===== src/rtl/alu_ctrl_pkg.sv =====
// Shared types and constants for the ALU sequencing stage.
// Opcodes, FSM states and ALU control reset values.
package alu_ctrl_pkg;

    typedef enum logic [3:0] {
        OP_NOP   = 4'd0,
        OP_LDI   = 4'd1,
        OP_LDB   = 4'd2,
        OP_ALUL  = 4'd3,
        OP_ALUA  = 4'd4,
        OP_ALUAC = 4'd5,
        OP_STB   = 4'd6
    } opcode_e;

    typedef enum logic [1:0] {
        ST_IDLE = 2'd0,
        ST_EXEC = 2'd1,
        ST_WB   = 2'd2
    } state_e;

    localparam logic [3:0] ALU_SEL_RST = 4'h0;
    localparam logic       ALU_M_RST   = 1'b1;
    localparam logic       ALU_CN_RST  = 1'b1;

endpackage


===== src/rtl/alu_exec_ctrl.sv =====
// Sequencing stage in front of the 4-bit ALU: accepts instructions, owns the
// accumulator/B registers, drives ALU controls and captures F after settling.
module alu_exec_ctrl
    import alu_ctrl_pkg::*;
#(
    parameter int SETTLE_CYCLES = 1
) (
    input  logic       clk,
    input  logic       rst,
    input  logic       instr_valid,
    output logic       instr_ready,
    input  logic [3:0] instr_op,
    input  logic [3:0] instr_imm,
    output logic [3:0] alu_sel,
    output logic       alu_m,
    output logic       alu_cn,
    output logic [3:0] alu_a,
    output logic [3:0] alu_b,
    input  logic [3:0] alu_f,
    input  logic       alu_abflag,
    output logic [3:0] acc,
    output logic       flag_zero,
    output logic       flag_eq,
    output logic       busy,
    output logic       done
);

    generate
        if (SETTLE_CYCLES < 1 || SETTLE_CYCLES > 15) begin : g_bad_settle
            $error("alu_exec_ctrl: SETTLE_CYCLES must be in 1..15");
        end
    endgenerate

    localparam logic [3:0] SETTLE_LAST = 4'(SETTLE_CYCLES - 1);

    state_e     state_q, state_d;
    logic [3:0] cnt_q, cnt_d;
    logic [3:0] acc_q, acc_d;
    logic [3:0] breg_q, breg_d;
    logic [3:0] sel_q, sel_d;
    logic       m_q, m_d;
    logic       cn_q, cn_d;
    logic       fz_q, fz_d;
    logic       feq_q, feq_d;
    logic       done_q, done_d;
    logic       busy_q, busy_d;
    logic       xfer_s;

    // Ready is gated by rst so an instruction presented during reset is never taken.
    assign instr_ready = (state_q == ST_IDLE) && !rst;
    assign xfer_s      = instr_valid && instr_ready;

    assign alu_a     = acc_q;
    assign alu_b     = breg_q;
    assign alu_sel   = sel_q;
    assign alu_m     = m_q;
    assign alu_cn    = cn_q;
    assign acc       = acc_q;
    assign flag_zero = fz_q;
    assign flag_eq   = feq_q;
    assign busy      = busy_q;
    assign done      = done_q;

    // Next-state logic for the FSM, settle counter and architectural registers.
    always_comb begin
        state_d = state_q;
        cnt_d   = cnt_q;
        acc_d   = acc_q;
        breg_d  = breg_q;
        sel_d   = sel_q;
        m_d     = m_q;
        cn_d    = cn_q;
        fz_d    = fz_q;
        feq_d   = feq_q;
        done_d  = 1'b0;
        case (state_q)
            ST_IDLE: begin
                if (xfer_s) begin
                    case (instr_op)
                        OP_LDI: begin
                            acc_d  = instr_imm;
                            done_d = 1'b1;
                        end
                        OP_LDB: begin
                            breg_d = instr_imm;
                            done_d = 1'b1;
                        end
                        OP_STB: begin
                            breg_d = acc_q;
                            done_d = 1'b1;
                        end
                        OP_ALUL: begin
                            sel_d   = instr_imm;
                            m_d     = 1'b1;
                            cn_d    = 1'b1;
                            cnt_d   = 4'd0;
                            state_d = ST_EXEC;
                        end
                        OP_ALUA: begin
                            sel_d   = instr_imm;
                            m_d     = 1'b0;
                            cn_d    = 1'b1;
                            cnt_d   = 4'd0;
                            state_d = ST_EXEC;
                        end
                        OP_ALUAC: begin
                            sel_d   = instr_imm;
                            m_d     = 1'b0;
                            cn_d    = 1'b0;
                            cnt_d   = 4'd0;
                            state_d = ST_EXEC;
                        end
                        // NOP and the unassigned opcodes retire without side effects.
                        default: begin
                            done_d = 1'b1;
                        end
                    endcase
                end else begin
                    state_d = ST_IDLE;
                end
            end
            ST_EXEC: begin
                cnt_d = cnt_q + 4'd1;
                if (cnt_q == SETTLE_LAST) begin
                    state_d = ST_WB;
                end else begin
                    state_d = ST_EXEC;
                end
            end
            ST_WB: begin
                acc_d   = alu_f;
                fz_d    = (alu_f == 4'd0);
                feq_d   = alu_abflag;
                done_d  = 1'b1;
                state_d = ST_IDLE;
            end
            default: begin
                state_d = ST_IDLE;
            end
        endcase
        busy_d = (state_d != ST_IDLE);
    end

    // State and output registers with synchronous reset.
    always_ff @(posedge clk) begin
        if (rst) begin
            state_q <= ST_IDLE;
            cnt_q   <= 4'd0;
            acc_q   <= 4'd0;
            breg_q  <= 4'd0;
            sel_q   <= ALU_SEL_RST;
            m_q     <= ALU_M_RST;
            cn_q    <= ALU_CN_RST;
            fz_q    <= 1'b0;
            feq_q   <= 1'b0;
            done_q  <= 1'b0;
            busy_q  <= 1'b0;
        end else begin
            state_q <= state_d;
            cnt_q   <= cnt_d;
            acc_q   <= acc_d;
            breg_q  <= breg_d;
            sel_q   <= sel_d;
            m_q     <= m_d;
            cn_q    <= cn_d;
            fz_q    <= fz_d;
            feq_q   <= feq_d;
            done_q  <= done_d;
            busy_q  <= busy_d;
        end
    end

endmodule

===== config.mk =====
export PLATFORM = sky130hd
export DESIGN_NAME = alu_exec_ctrl
export DESIGN_NICKNAME = d
export VERILOG_FILES = /design/src/rtl/alu_ctrl_pkg.sv /design/src/rtl/alu_exec_ctrl.sv
export SDC_FILE = /design/constraint.sdc
export NUM_CORES = 1
export LEC_CHECK = 0
export ABC_CLOCK_PERIOD_IN_PS = 1200
export BUFFER_PORTS_ARGS = -buffer_cell sky130_fd_sc_hd__buf_4
export CELL_PAD_IN_SITES_DETAIL_PLACEMENT = 1
export CELL_PAD_IN_SITES_GLOBAL_PLACEMENT = 1
export CORE_AREA = 2 2 62 64
export CTS_BUF_LIST = sky130_fd_sc_hd__clkbuf_2 sky130_fd_sc_hd__clkbuf_4 sky130_fd_sc_hd__clkbuf_8
export CTS_CLUSTER_DIAMETER = 120
export DETAILED_ROUTE_END_ITERATION = 10
export DIE_AREA = 0 0 64 66
export GPL_ROUTABILITY_DRIVEN = 0
export GPL_TIMING_DRIVEN = 0
export MAX_ROUTING_LAYER = met4
export PLACE_DENSITY_LB_ADDON = 0.3
export SLEW_MARGIN = 20
export SYNTH_ARGS = -nofsm -noshare
export SYNTH_HDL_FRONTEND = slang
export SYNTH_SLANG_ARGS = --single-unit

===== constraint.sdc =====
create_clock -name clk -period 1.2 [get_ports clk]
set_input_delay 0.12 -clock clk [delete_from_list [all_inputs] [get_ports clk]]
set_output_delay 0.12 -clock clk [all_outputs]
set_load 0.005 [all_outputs]

==> flow_summary_export.csv, run 1 <==
group,metric,value,unit
drt,dr.pass1.iters,2,
synthesis,synth_top_area_share,40.3,%
timing,period_share,112,%
power_and_ir_drop,p_per_area,1010,nW/µm²
global_route,grt_pass1_vias,1052,
clocking,cts_tree,"built",
setup_path,r2r_cells,4,
setup_path,worstSetupPathType,"reg2reg",
synthesis,syn_inst,115,
setup_path,crit_arrival,1.57,ns
synthesis,synthFlopType,"dfxtp_1",
run_status,status,"finished, violations left",
synthesis,async_flop_share,0,%
setup_path,slowest_stage,"dfxtp_4",
synthesis,netlist_top_cells_count,"24 x dfxtp_1, 14 x a211oi_1, 10 x mux2i_1",
timing,slew_violations,0,
synthesis,ys_types,36,
final_layout,stdcell_count,209,
floorplanning,fp.dieW,64,µm
final_layout,utilization,47.7,%
final_layout,drive_gt1_share,51.6,%
clocking,clk_pin_slew,0.14,ns
synthesis,synth_nets,133,
min_path,hp-class,"in2reg",
timing,max-slew-margin-rel,57.3,%
min_path,min_path_cells,3,
min_path,whs_endpoint,"flag_eq$_SDFFE_PP0P_",
timing,period_needed,1.34,ns
synthesis,synth_area_leader_cell,"dfxtp_1",
placement,dp_hpwl,2370,µm
final_layout,design_area,1690,µm²
synthesis,ys_seq_area_share,40.3,%
timing,fmax,746,MHz
floorplanning,row_count,22,
setup_path,r2r_end,"alu_sel[2]$_SDFFE_PP0P_",
global_route,grt_max_degree,15,
drt,initialDrtViolationCount,23,
global_route,grt_usage,15.8,%
floorplanning,coreArea,3550,µm²
placement,portBuffers,37,
setup_path,crit_path_start_kind,"register",
timing,hold_violations,0,
clocking,cts-root-buf,"clkbuf_4",
drt,drt_wl_total,3230,µm
drt,drc,0,
global_route,grt_pass1_wl,5040,µm
setup_path,crit_start,"state_q[1]$_SDFF_PP0_",
placement,place_ws,-0.184,ns
setup_path,cp_max_fo,5,
synthesis,yosys_warnings,0,
drt,ant_nets,0,
clocking,clkSinkCount,24,
setup_path,end_kind,"register",
floorplanning,die-area,4220,µm²
timing,finalSetupViolCount,19,
global_route,antenna_found_initial,0,
floorplanning,initial_core_util,33.6,%
clocking,holdBufCountCts,0,
final_layout,antenna_cells,0,
setup_path,cp_cell_sequence,"nor4b_4 > buf_6 > o21ai_4 > mux2_4",
timing,layout_setup_ws,-0.141,ns
drt,routedWlPerCell,15.4,µm
setup_path,cp.required,1.43,ns
setup_path,crit_family,"flip-flops",
synthesis,avgSynthCellArea,10.4,µm²
setup_path,path_buf_inv,1,
timing,fin_skew,0.0115,ns
floorplanning,ios,39,
synthesis,synth_area,1190,µm²
drt,vias_per_cell,5.09,
setup_path,r2r_slack,-0.14,ns
clocking,htreeDepth,1,
final_layout,syn_to_final_growth,42.0,%
clocking,numCtsBuffers,3,
timing,rsz0062_at_grt,"true",
final_layout,finalNetCount,180,
clocking,max-clock-path-buffers,2,
timing,holdWs,0.0377,ns
global_route,gr-total-overflow,0,
drt,vias,1063,
floorplanning,dieHeight,66,µm
job,drv_cap,0,
synthesis,synth.ff_latch_count,24,
clocking,clk_latency,0.32,ns
placement,dpl_cell_area,1530,µm²
timing,worst-slew-pin-transition,0.639,ns
synthesis,synth_edf_count,0,
setup_path,r2r-start,"state_q[1]$_SDFF_PP0_",
setup_path,cp_slowest_stage_delay,0.39,ns
synthesis,synth.most_common_cell,"dfxtp_1",
power_and_ir_drop,irDropWorstVdd,0.452,mV
power_and_ir_drop,power.leakage,0.685,nW
min_path,worstHoldStart,"alu_abflag",
synthesis,netlist_top_cells_area,"dfxtp_1 40%, a211oi_1 8.8%, mux2i_1 8.4%, nor4b_4 4.0%, mux2_2 3.8%",
run_status,violations,"setup timing",
placement,dp_cells,200,
## power breakdown
| part | switching (mW) | leakage [nW] | total [mW] | internal (mW) |
|---|---|---|---|---|
| Clock | 0.253 | 0.0279 | 0.590 | 0.338 |
| Sequential | 0.0225 | 0.197 | 0.842 | 0.819 |
| Combinational | 0.128 | 0.460 | 0.283 | 0.155 |
## timing repair
action | CTS | global route
endpoints found under the setup margin | 22 | 23
resized for setup | 9 | 13
setup buffers | 3 | 1
pin swaps | 2 | 5
cloned | 0 | 1
## flip-flops by register name, indices dropped and copies added (netlist names)
register / cells
alu_sel: 4
flag_zero: 1
acc: 4
flag_eq: 1
state_q: 2
alu_cn: 1
busy: 1
alu_b: 4
cnt_q: 4
alu_m: 1
done: 1
## final cells by class
cell class / count / area (µm²)
Clock inverter: 1 / 30.0
Timing Repair Buffer: 42 / 319
Tap cell: 48 / 60.1
Sequential cell: 24 / 493
Multi-Input combinational cell: 77 / 678
Clock buffer: 3 / 22.5
Fill cell: 388 / 1860
Buffer: 10 / 75.1
Inverter: 4 / 15.0
## cell families (layout without fill, tap and decap cells)
group           after synthesis  after routing  share of synthesized area [%]
mux                          14             14                           12.2
xor+xnor                      1              1                          0.735
simple gates                 30             30                           19.5
buf+inv                      14             60                           6.92
compound gates               30             30                           18.3
flops                        24             24                           40.3
fa+ha+maj                     2              2                           2.10
## metrics by stage
stage          TNS, ns  power [mW]
6_report         -1.84        1.72
5_1_grt          -3.51        1.81
4_1_cts          -1.20        1.71
3_5_place_dp     -2.56        1.11
3_3_place_gp     -2.29        1.10
2_1_floorplan   -0.144       0.985
## per-layer routing
layer  GRT usage, %  vias to the layer above  wire (µm)
met5              -                        -          0
met1           18.8                      516       1350
li1               -                      515          -
met4           4.89                        0         50
met3           2.90                        6        122
met2           27.1                       26       1710
## worst max-delay path by stage
stage / depth (start not counted) / slack [ns] / endpoint
after floorplan: 3 / -0.04 / alu_sel[0]$_SDFFE_PP0P_
after global placement: 3 / -0.18 / alu_sel[0]$_SDFFE_PP0P_
after detailed placement: 3 / -0.18 / alu_sel[1]$_SDFFE_PP0P_
after CTS: 3 / -0.11 / cnt_q[3]$_SDFFE_PP0P_
after global routing: 4 / -0.21 / alu_sel[2]$_SDFFE_PP0P_
final: 4 / -0.14 / alu_sel[2]$_SDFFE_PP0P_
## worst reg2reg max path: cells and delay by family (launching register included)
| family | cells | cell delay (ns) |
|---|---|---|
| and+or+nand+nor | 1 | 0.30 |
| AOI/OAI and AO/OA | 1 | 0.09 |
| buffers and inverters | 1 | 0.17 |
| DFF | 1 | 0.39 |
| muxes | 1 | 0.32 |
## layout by cell type, fill, tap and decap left out, types with 4 or more instances in the layout
cell type,n
buf_4,45
mux2i_1,10
dfxtp_1,20
a211oi_2,4
inv_1,4
a211oi_1,10
nor2b_1,4
(Power assumes the default switching activity.)
==> run 2, diff against run 1 <==
--- a/config.mk
+++ b/config.mk
@@ -18,6 +18,7 @@
 export GPL_TIMING_DRIVEN = 0
 export MAX_ROUTING_LAYER = met4
 export PLACE_DENSITY_LB_ADDON = 0.3
+export SKIP_CTS_REPAIR_TIMING = 1
 export SLEW_MARGIN = 20
 export SYNTH_ARGS = -nofsm -noshare
 export SYNTH_HDL_FRONTEND = slang
==> run 2 against run 1 <==
The run still ends with setup timing left. Worst hold slack better by 0.0059 ns. Wire length increased by 3.6%. Final cell count fell by 0.48%. Sequential share of layout area down 0.34 points. Maximum frequency decreased by 3.7%. Worst setup slack worse by 0.052 ns. Critical endpoint is now acc[3]$_SDFFE_PP0P_.
==> flow_summary_export.csv, run 2 (synthesized netlist as in run 1, its figures left out) <==
group,metric,value,unit
timing,fin_skew,0.00171,ns
clocking,cts-root-buf,"clkbuf_4",
timing,hold_violations,0,
setup_path,r2r_slack,-0.19,ns
drt,wirelength_met1,1370,µm
clocking,cts_tree,"built",
drt,drt_wl_total,3340,µm
power_and_ir_drop,irDropWorstVdd,0.470,mV
global_route,grt_max_degree,15,
setup_path,crit_path_start_kind,"register",
power_and_ir_drop,power.leakage,0.681,nW
setup_path,cp_max_fo,6,
drt,routedWlPerCell,16.1,µm
global_route,grt_pass1_vias,1024,
floorplanning,ios,39,
final_layout,final_common_cell,"buf_4",
min_path,worstHoldStart,"alu_abflag",
timing,slew_violations,0,
timing,layout_setup_ws,-0.192,ns
clocking,clk_pin_slew,0.14,ns
clocking,max-clock-path-buffers,2,
final_layout,drive_gt1_share,51.9,%
power_and_ir_drop,p_per_area,1010,nW/µm²
final_layout,num-fill-cells,389,
timing,finalSetupViolCount,19,
floorplanning,die-area,4220,µm²
final_layout,utilization,48.0,%
min_path,hp-class,"in2reg",
clocking,numCtsBuffers,3,
placement,place_ws,-0.184,ns
run_status,violations,"setup timing",
timing,max-slew-margin-rel,57.0,%
floorplanning,initial_core_util,33.6,%
min_path,min_path_cells,3,
setup_path,r2r_end,"acc[3]$_SDFFE_PP0P_",
setup_path,end_kind,"register",
drt,drc,0,
placement,portBuffers,37,
final_layout,final_cell_mix,"43 x buf_4, 20 x dfxtp_1, 10 x mux2i_1, 10 x a211oi_1",
floorplanning,row_count,22,
job,drv_cap,0,
global_route,antenna_found_initial,0,
global_route,grt_usage,14.8,%
run_status,status,"finished, violations left",
drt,vias_per_cell,5.08,
final_layout,antenna_cells,0,
timing,worst-slew-pin-transition,0.644,ns
placement,dp_hpwl,2370,µm
timing,period_share,116,%
clocking,htreeDepth,1,
setup_path,r2r-start,"state_q[0]$_SDFF_PP0_",
setup_path,crit_arrival,1.63,ns
timing,rsz0062_at_grt,"true",
drt,top_layer,"met4",
min_path,whs_endpoint,"flag_eq$_SDFFE_PP0P_",
timing,fmax,718,MHz
placement,dp_cells,200,
drt,vias,1057,
setup_path,r2r_cells,5,
drt,wl_met2,1830,µm
floorplanning,fp.dieW,64,µm
timing,period_needed,1.39,ns
global_route,grt_pass1_wl,4790,µm
clocking,clkSinkCount,24,
global_route,gr-total-overflow,0,
drt,ant_nets,0,
drt,initialDrtViolationCount,16,
floorplanning,coreArea,3550,µm²
final_layout,syn_to_final_growth,42.9,%
setup_path,worstSetupPathType,"reg2reg",
setup_path,cp.required,1.44,ns
drt,dr.pass1.iters,4,
final_layout,finalNetCount,179,
floorplanning,dieHeight,66,µm
drt,met3_length,118,µm
final_layout,stdcell_count,208,
clocking,clk_latency,0.31,ns
[run 2: area by class of cell]
class                   instances  area (µm²)  share of cell area (%)
multi-input cells              77         696                    40.8
flip-flops and latches         24         490                    28.8
repair buffers                 41         315                    18.5
plain buffers                  10        75.1                    4.41
well taps                      48        60.1                    3.52
clock inverters                 1        30.0                    1.76
clock buffers                   3        22.5                    1.32
inverters                       4        15.0                   0.881
[run 2: stage by stage]
step	instance area, µm²	hold slack (ns)	setup TNS (ns)	total power [mW]
after CTS	1580	0.0410	-2.93	1.69
final	1700	0.0436	-2.15	1.73
after global routing	1700	0.0263	-3.48	1.82
after detailed placement	1530	0.382	-2.56	1.11
after global placement	1530	0.368	-2.29	1.10
after floorplan	1190	0.264	-0.144	0.985
[run 2: per-layer routing]
metal	up-vias	GRT usage, %
met5	-	-
met1	522	17.6
met4	0	5.16
met3	2	2.56
li1	511	-
met2	22	25.4
[run 2: how the worst max path moves through the flow]
stage	start	endpoint	depth (start not counted)	slack [ns]
floorplan	state_q[0]$_SDFF_PP0_	alu_sel[0]$_SDFFE_PP0P_	3	-0.04
global placement	state_q[0]$_SDFF_PP0_	alu_sel[0]$_SDFFE_PP0P_	3	-0.18
detailed placement	state_q[0]$_SDFF_PP0_	alu_sel[1]$_SDFFE_PP0P_	3	-0.18
CTS	state_q[0]$_SDFF_PP0_	alu_sel[2]$_SDFFE_PP0P_	3	-0.19
global route	state_q[0]$_SDFF_PP0_	done$_SDFF_PP0_	5	-0.25
finish	state_q[0]$_SDFF_PP0_	acc[3]$_SDFFE_PP0P_	5	-0.19
[run 2: report_power, final]
| group | switching, mW | internal, mW | total (mW) |
|---|---|---|---|
| logic | 0.132 | 0.157 | 0.289 |
| registers | 0.0233 | 0.821 | 0.844 |
| clock network | 0.258 | 0.337 | 0.595 |
[run 2: worst max-delay path: stages (launching register included)]
cell and delay (ns):
dfxtp_4 0.40, nor4b_4 0.30, buf_6 0.17, buf_6 0.12, a211oi_2 0.07, a211oi_2 0.24
